## config.mk

```make
export PLATFORM = sky130hd
export DESIGN_NAME = mc_bus_driver
export DESIGN_NICKNAME = d
export VERILOG_FILES = /design/src/rtl/conv_pkg.sv /design/src/rtl/mc_beat_cnt.sv /design/src/rtl/mc_bus_driver.sv
export SDC_FILE = /design/constraint.sdc
export NUM_CORES = 1
export LEC_CHECK = 0
export ABC_AREA = 1
export CAP_MARGIN = 15
export CORE_MARGIN = 2
export CORE_UTILIZATION = 40
export CTS_BUF_LIST = sky130_fd_sc_hd__clkbuf_8 sky130_fd_sc_hd__clkbuf_16
export DETAILED_ROUTE_END_ITERATION = 6
export PLACE_DENSITY = 0.66
export SLEW_MARGIN = 30
export SYNTH_ARGS = -nofsm -noshare
export SYNTH_HDL_FRONTEND = slang
export SYNTH_SLANG_ARGS = --single-unit
export TNS_END_PERCENT = 5
```

## constraint.sdc

```tcl
create_clock -name clk -period 2.64 [get_ports clk]
set_input_delay 0.264 -clock clk [delete_from_list [all_inputs] [get_ports clk]]
set_output_delay 0.264 -clock clk [all_outputs]
set_load 0.02 [all_outputs]
```

## src/rtl/conv_pkg.sv

```systemverilog
// Shared types for the convolution datapath: driver FSM states, command bundle, limits.
package conv_pkg;
  localparam int MAX_KERNEL_DEF = 16;
  localparam int BEAT_W         = 16;

  typedef enum logic [2:0] {IDLE, FLUSH, LOAD_WT, WAIT_KB, STREAM, DRAIN} mc_state_e;

  typedef struct packed {
    logic [7:0]        kernel_size;
    logic [BEAT_W-1:0] num_ifmap;
  } mc_cmd_t;

  function automatic logic size_ok(input logic [7:0] ks, input int max_k);
    return (ks != 8'd0) && (int'(ks) <= max_k);
  endfunction
endpackage

```

## src/rtl/mc_beat_cnt.sv

```systemverilog
// Load / increment / terminal-count beat counter; saturates instead of wrapping.
module mc_beat_cnt
  import conv_pkg::*;
#(
  parameter int W = BEAT_W
) (
  input  logic         clk,
  input  logic         rstn,
  input  logic         load,
  input  logic [W-1:0] limit,
  input  logic         inc,
  output logic         last,
  output logic         empty
);
  logic [W-1:0] count;
  logic [W-1:0] lim_q;
  logic [W:0]   nxt;

  always_ff @(posedge clk or negedge rstn) begin
    if (!rstn) begin
      count <= '0;
      lim_q <= '0;
    end else if (load) begin
      count <= '0;
      lim_q <= limit;
    end else if (inc && (count != '1)) begin
      count <= count + 1'b1;
    end
  end

  // last: the beat being accepted now is the final one
  assign nxt   = {1'b0, count} + {{W{1'b0}}, 1'b1};
  assign last  = (nxt == {1'b0, lim_q});
  assign empty = (lim_q == '0);
endmodule

```

## src/rtl/mc_bus_driver.sv

```systemverilog
// Drives the MultiCaster bus: flush, weight load, kernel-busy wait, ifmap stream, drain.
// Optional watchdog on WAIT_KB/DRAIN enabled by defining MC_BUS_DRIVER_TIMEOUT_EN.
module mc_bus_driver
  import conv_pkg::*;
#(
  parameter  int DATA_WIDTH = 16,
  parameter  int NUM_COL    = 4,
  parameter  int MAX_KERNEL = MAX_KERNEL_DEF,
  parameter  int TO_CYCLES  = 1024,
  localparam int IDW        = $clog2(NUM_COL) + 1
) (
  input  logic                  clk,
  input  logic                  rstn,
  input  logic                  cfg_valid,
  output logic                  cfg_ready,
  input  logic [7:0]            cfg_kernel_size,
  input  logic [15:0]           cfg_num_ifmap,
  input  logic [IDW-1:0]        cfg_id,
  input  logic [DATA_WIDTH-1:0] wt_data,
  input  logic                  wt_valid,
  output logic                  wt_ready,
  input  logic [DATA_WIDTH-1:0] if_data,
  input  logic                  if_valid,
  output logic                  if_ready,
  output logic                  bus_flush_kernel,
  output logic                  bus_flush_tag,
  output logic [7:0]            bus_kernel_size,
  output logic [IDW-1:0]        bus_id,
  output logic [DATA_WIDTH-1:0] bus_fltr_data,
  output logic                  bus_fltr_valid,
  output logic [DATA_WIDTH-1:0] bus_ifmap_data,
  output logic                  bus_ifmap_valid,
  input  logic                  bus_kernel_busy,
  input  logic                  bus_valid,
  output logic                  done,
  output logic                  err
);
  mc_state_e state, nxt_state;
  mc_cmd_t   cmd;
  logic      act, wkb_seen;
  logic      cfg_hs, cmd_ok, accept, wt_hs, if_hs;
  logic      wt_last, wt_empty, if_last, if_empty;
  logic      reject, tmo, to_hit;

  assign cmd    = '{kernel_size: cfg_kernel_size, num_ifmap: cfg_num_ifmap};
  assign cfg_hs = cfg_valid && cfg_ready;
  assign cmd_ok = size_ok(cmd.kernel_size, MAX_KERNEL);
  assign accept = cfg_hs && cmd_ok;
  assign wt_hs  = wt_valid && wt_ready;
  assign if_hs  = if_valid && if_ready;

  mc_beat_cnt #(.W(BEAT_W)) u_wt_cnt (
    .clk(clk), .rstn(rstn), .load(accept), .limit({8'h00, cmd.kernel_size}),
    .inc(wt_hs), .last(wt_last), .empty(wt_empty)
  );

  mc_beat_cnt #(.W(BEAT_W)) u_if_cnt (
    .clk(clk), .rstn(rstn), .load(accept), .limit(cmd.num_ifmap),
    .inc(if_hs), .last(if_last), .empty(if_empty)
  );

`ifdef MC_BUS_DRIVER_TIMEOUT_EN
  localparam int TOW = $clog2(TO_CYCLES + 1);
  logic [TOW-1:0] to_cnt;

  // restarts on every state change so each waiting state gets the full budget
  always_ff @(posedge clk or negedge rstn) begin
    if (!rstn)
      to_cnt <= '0;
    else if ((state != nxt_state) || !((state == WAIT_KB) || (state == DRAIN)))
      to_cnt <= '0;
    else
      to_cnt <= to_cnt + 1'b1;
  end

  assign to_hit = (to_cnt == TOW'(TO_CYCLES - 1));
`else
  logic unused_to;
  assign unused_to = ^TO_CYCLES;
  assign to_hit    = 1'b0;
`endif

  always_ff @(posedge clk or negedge rstn) begin
    if (!rstn) begin
      state    <= IDLE;
      act      <= 1'b0;
      wkb_seen <= 1'b0;
    end else begin
      state    <= nxt_state;
      act      <= 1'b1;
      wkb_seen <= (state == WAIT_KB);
    end
  end

  always_comb begin
    nxt_state = state;
    reject    = 1'b0;
    tmo       = 1'b0;
    case (state)
      IDLE:    if (cfg_hs) begin
                 if (cmd_ok) nxt_state = FLUSH;
                 else        reject    = 1'b1;
               end
      FLUSH:   nxt_state = wt_empty ? WAIT_KB : LOAD_WT;
      LOAD_WT: if (wt_hs && wt_last) nxt_state = WAIT_KB;
      // busy is ignored on the entry cycle: the caster has not yet seen the last weight
      WAIT_KB: if (wkb_seen && !bus_kernel_busy) nxt_state = if_empty ? DRAIN : STREAM;
               else if (to_hit) begin
                 nxt_state = IDLE;
                 tmo       = 1'b1;
               end
      STREAM:  if (if_hs && if_last) nxt_state = DRAIN;
      DRAIN:   if (bus_valid) nxt_state = IDLE;
               else if (to_hit) begin
                 nxt_state = IDLE;
                 tmo       = 1'b1;
               end
      default: nxt_state = IDLE;
    endcase
  end

  assign cfg_ready        = act && (state == IDLE);
  assign wt_ready         = (state == LOAD_WT);
  assign if_ready         = (state == STREAM);
  assign bus_flush_kernel = (state == FLUSH);
  assign bus_flush_tag    = (state == FLUSH);
  assign done             = (state == DRAIN) && bus_valid;

  always_ff @(posedge clk or negedge rstn) begin
    if (!rstn) begin
      bus_kernel_size <= '0;
      bus_id          <= '0;
      bus_fltr_data   <= '0;
      bus_fltr_valid  <= 1'b0;
      bus_ifmap_data  <= '0;
      bus_ifmap_valid <= 1'b0;
      err             <= 1'b0;
    end else begin
      if (accept) begin
        bus_kernel_size <= cmd.kernel_size;
        bus_id          <= cfg_id;
      end
      bus_fltr_valid  <= wt_hs;
      if (wt_hs) bus_fltr_data <= wt_data;
      bus_ifmap_valid <= if_hs;
      if (if_hs) bus_ifmap_data <= if_data;
      err             <= reject || tmo;
    end
  end
endmodule

```

==> flow_summary.json <==
{
  "holdPathEnd": "bus_fltr_data[11]",
  "leakagePower_nw": 3.25,
  "drive_gt1_share_pct": 8.31,
  "cts.reportedPaths.clkPinSlew_ns": 0.07,
  "synth.area.top_cells": "dfrtp_1, nand2_1, nand3_1",
  "worstPathCellList": "ha_1 > nand2_1 > nor2_2 > nand2_1 > nor2_2 > nand2_1 > nand2_2 > inv_2 > nor2_4 > inv_2 > o21ai_0",
  "cts_sinks": 99,
  "rsz0062_at_grt": "false",
  "port_buffers": 117,
  "finalCriticalPeriod_ns": 2.21,
  "layout.nets": 869,
  "report.final.setup_viol": 0,
  "crit_buf_inv": 2,
  "drc": 0,
  "first_global_vias": 4902,
  "finalCritPeriodShare_pct": 83.5,
  "synth_fp_nets": 746,
  "core_sq_mm": 0.0126,
  "gp_congestion": 0.899,
  "n_antenna_cell": 0,
  "synth_edf_count": 0,
  "htreeDepth": 3,
  "wirelength_mm": 13.7,
  "synth_most_common_cell": "nand2_1",
  "fin_skew_ns": 0.00669,
  "slowest_stage": "dfrtp_1",
  "rows": 41,
  "worst_pin_slew_ns": 0.679,
  "wl_met3_mm": 1.12,
  "fmax_ghz": 0.453,
  "die_w_microns": 118,
  "cts_made_buffers": 9,
  "cts_tree": "built",
  "synthCells": 678,
  "hold_path.startpoint": "wt_data[11]",
  "critPathKind": "flop to flop",
  "max_stage_delay_ns": 0.44,
  "p_comb_share_pct": 44.4,
  "power.density_mw_per_mm2": 1070,
  "routedWlPerCell_microns": 14.0,
  "grt_max_degree": 44,
  "cap_violations": 0,
  "wl_met1_mm": 6.32,
  "grt_usage_pct": 20.9,
  "initial_core_util_pct": 41.1,
  "dp_hpwl_mm": 10.2,
  "ys.flop_type": "dfrtp_1",
  "drt_first_pass_iters": 7,
  "fillers": 1227,
  "cpMostUsedCell": "nand2_1",
  "yosysWarningCount": 0,
  "tns_ns": 0,
  "dieArea_sq_mm": 0.0139,
  "finalPower_w": 0.00736,
  "required_ns": 2.92,
  "power_frac_seq_pct": 36.6,
  "r2r_end": "u_if_cnt.count[7]",
  "startpoint": "u_if_cnt.count[0]",
  "p_clk_share_pct": 19.0,
  "ys_ff_latch": 99,
  "peakVddDrop_uv": 523,
  "switching_share_pct": 41.6,
  "yosysSeqAreaShare_pct": 47.8,
  "synth.largest_area_cell": "dfrtp_1",
  "top_layer": "met4",
  "synth_top_area_share_pct": 47.8,
  "synthToLayoutAreaGrowth_pct": 32.8,
  "wl_met2_mm": 6.08,
  "via_per_inst": 4.93,
  "clock_path_buffers": 2,
  "ant_nets": 0,
  "synth_area_sq_mm": 0.00518,
  "internal-power_w": 0.00429,
  "postSynthAreaPerCell_sq_um": 7.64,
  "utilization_pct": 54.5,
  "synthArstFlopShare_pct": 100,
  "timing.slew.headroom_pct": 54.2,
  "rrSetupSlack_ns": 0.43,
  "cts_root_buffer": "clkbuf_16",
  "synth_common_cells": "nand2_1, dfrtp_1, inv_1, nand3_1, nor2_1",
  "cts_setup_buffers": 0,
  "startpoint_type": "flop",
  "whs_path_depth": 3,
  "antenna_found_initial": 0,
  "p_switching_w": 0.00306,
  "path_max_fanout": 13,
  "ios": 118,
  "drtIter0Drc": 315,
  "setup.worst_path.end_class": "flop",
  "hold_violations": 0,
  "status": "completed",
  "grt_pass1_wl_mm": 23.4,
  "path_delay_family": "simple AND/OR/NAND/NOR gates",
  "hold_path.class": "primary input to flop",
  "synth_cell_types": 36,
  "r2r_start": "u_if_cnt.count[0]",
  "ff2ff_path_depth": 11,
  "overflow": 0,
  "slew_viol_final": 0,
  "fp.dieH_microns": 118,
  "cp.arrival_ns": 2.48,
  "vias": 4818,
  "insertion_delay_ns": 0.36
}
layer usage:
layer	track usage, %	up-vias
li1	-	2406
met1	27.9	2223
met2	32.6	174
met3	6.78	15
met4	5.57	0
met5	0	-
flip-flops by register name (all words and copies together), names as in the netlist:
| signal | cells |
|---|---|
| u_wt_cnt.lim_q | 8 |
| bus_fltr_data | 16 |
| state | 3 |
| wkb_seen | 1 |
| bus_id | 3 |
| err | 1 |
| u_wt_cnt.count | 16 |
| bus_fltr_valid | 1 |
| bus_ifmap_data | 16 |
| bus_ifmap_valid | 1 |
| u_if_cnt.count | 16 |
| act | 1 |
| u_if_cnt.lim_q | 16 |
layout by cell type (no fill, tap or decap), types with 3 or more instances in the layout:
cell             count
buf_4                6
clkbuf_16            9
clkdlybuf4s50_1    116
dfrtp_1             99
inv_1               67
inv_2                7
inv_6                3
mux2_2               8
nand2_1            256
nand2_2              5
nand3_1             58
nand4_1             15
nor2_1              43
nor2_2               9
nor2_4               7
nor3_1               8
o21ai_0             36
o21ai_1              6
o22ai_1             14
xor2_1               5
what timing repair did:
action                    CTS  global route
hold endpoints to repair   41             0
resized for setup           0             0
hold buffers                1             0
power groups by stage:
stage | Combinational [W] | Clock, W | Sequential (W)
6_report | 0.00326 | 0.00140 | 0.00269
5_1_grt | 0.00363 | 0.00149 | 0.00279
4_1_cts | 0.00329 | 0.00144 | 0.00269
3_5_place_dp | 0.00328 | 0 | 0.00269
3_3_place_gp | 0.00319 | 0 | 0.00268
2_1_floorplan | 0.00168 | 0 | 0.00297
per-stage QoR:
step | setup slack (ns) | area [sq um] | hold slack (ns) | instances
3_3_place_gp | 0.431 | 6560 | 0.305 | 961
2_1_floorplan | 0.752 | 5180 | -0.0316 | 678
6_report | 0.434 | 6880 | 0.430 | 978
3_5_place_dp | 0.354 | 6560 | 0.320 | 961
4_1_cts | 0.451 | 6880 | 0.418 | 978
5_1_grt | 0.205 | 6880 | 0.435 | 978
worst max path at each step:
stage / endpoint / depth (start not counted)
2_1_floorplan: bus_id[1] / 7
3_3_place_gp: bus_id[0] / 7
3_5_place_dp: bus_id[0] / 8
4_1_cts: u_if_cnt.count[1] / 11
5_1_grt: state[1] / 13
6_report: u_if_cnt.count[7] / 11
area by class of cell:
class,instances,area (sq um),area share [%]
Sequential cell,99,2480,36.0
Inverter,77,295,4.29
Multi-Input combinational cell,489,2330,33.8
Clock inverter,7,83.8,1.22
Clock buffer,9,225,3.27
Timing Repair Buffer,125,1260,18.3
Tap cell,172,215,3.13
kinds of logic after synthesis:
| kind of cell | Yosys count | synth area share (%) |
|---|---|---|
| AO/OA/AOI/OAI | 61 | 6.42 |
| XOR/XNOR | 9 | 2.05 |
| adder cells (fa/ha/maj) | 2 | 0.483 |
| AND/OR/NAND/NOR | 408 | 34.2 |
| other | 1 | 0.0724 |
| buffers and inverters | 90 | 7.27 |
| flip-flops | 99 | 47.8 |
| multiplexers | 8 | 1.74 |
tightest hold or removal path, cell delays in order:
cell	delay (ns)
clkdlybuf4s50_1	0.39
nand2_1	0.06
nand2_1	0.04
(Power assumes the default switching activity.)
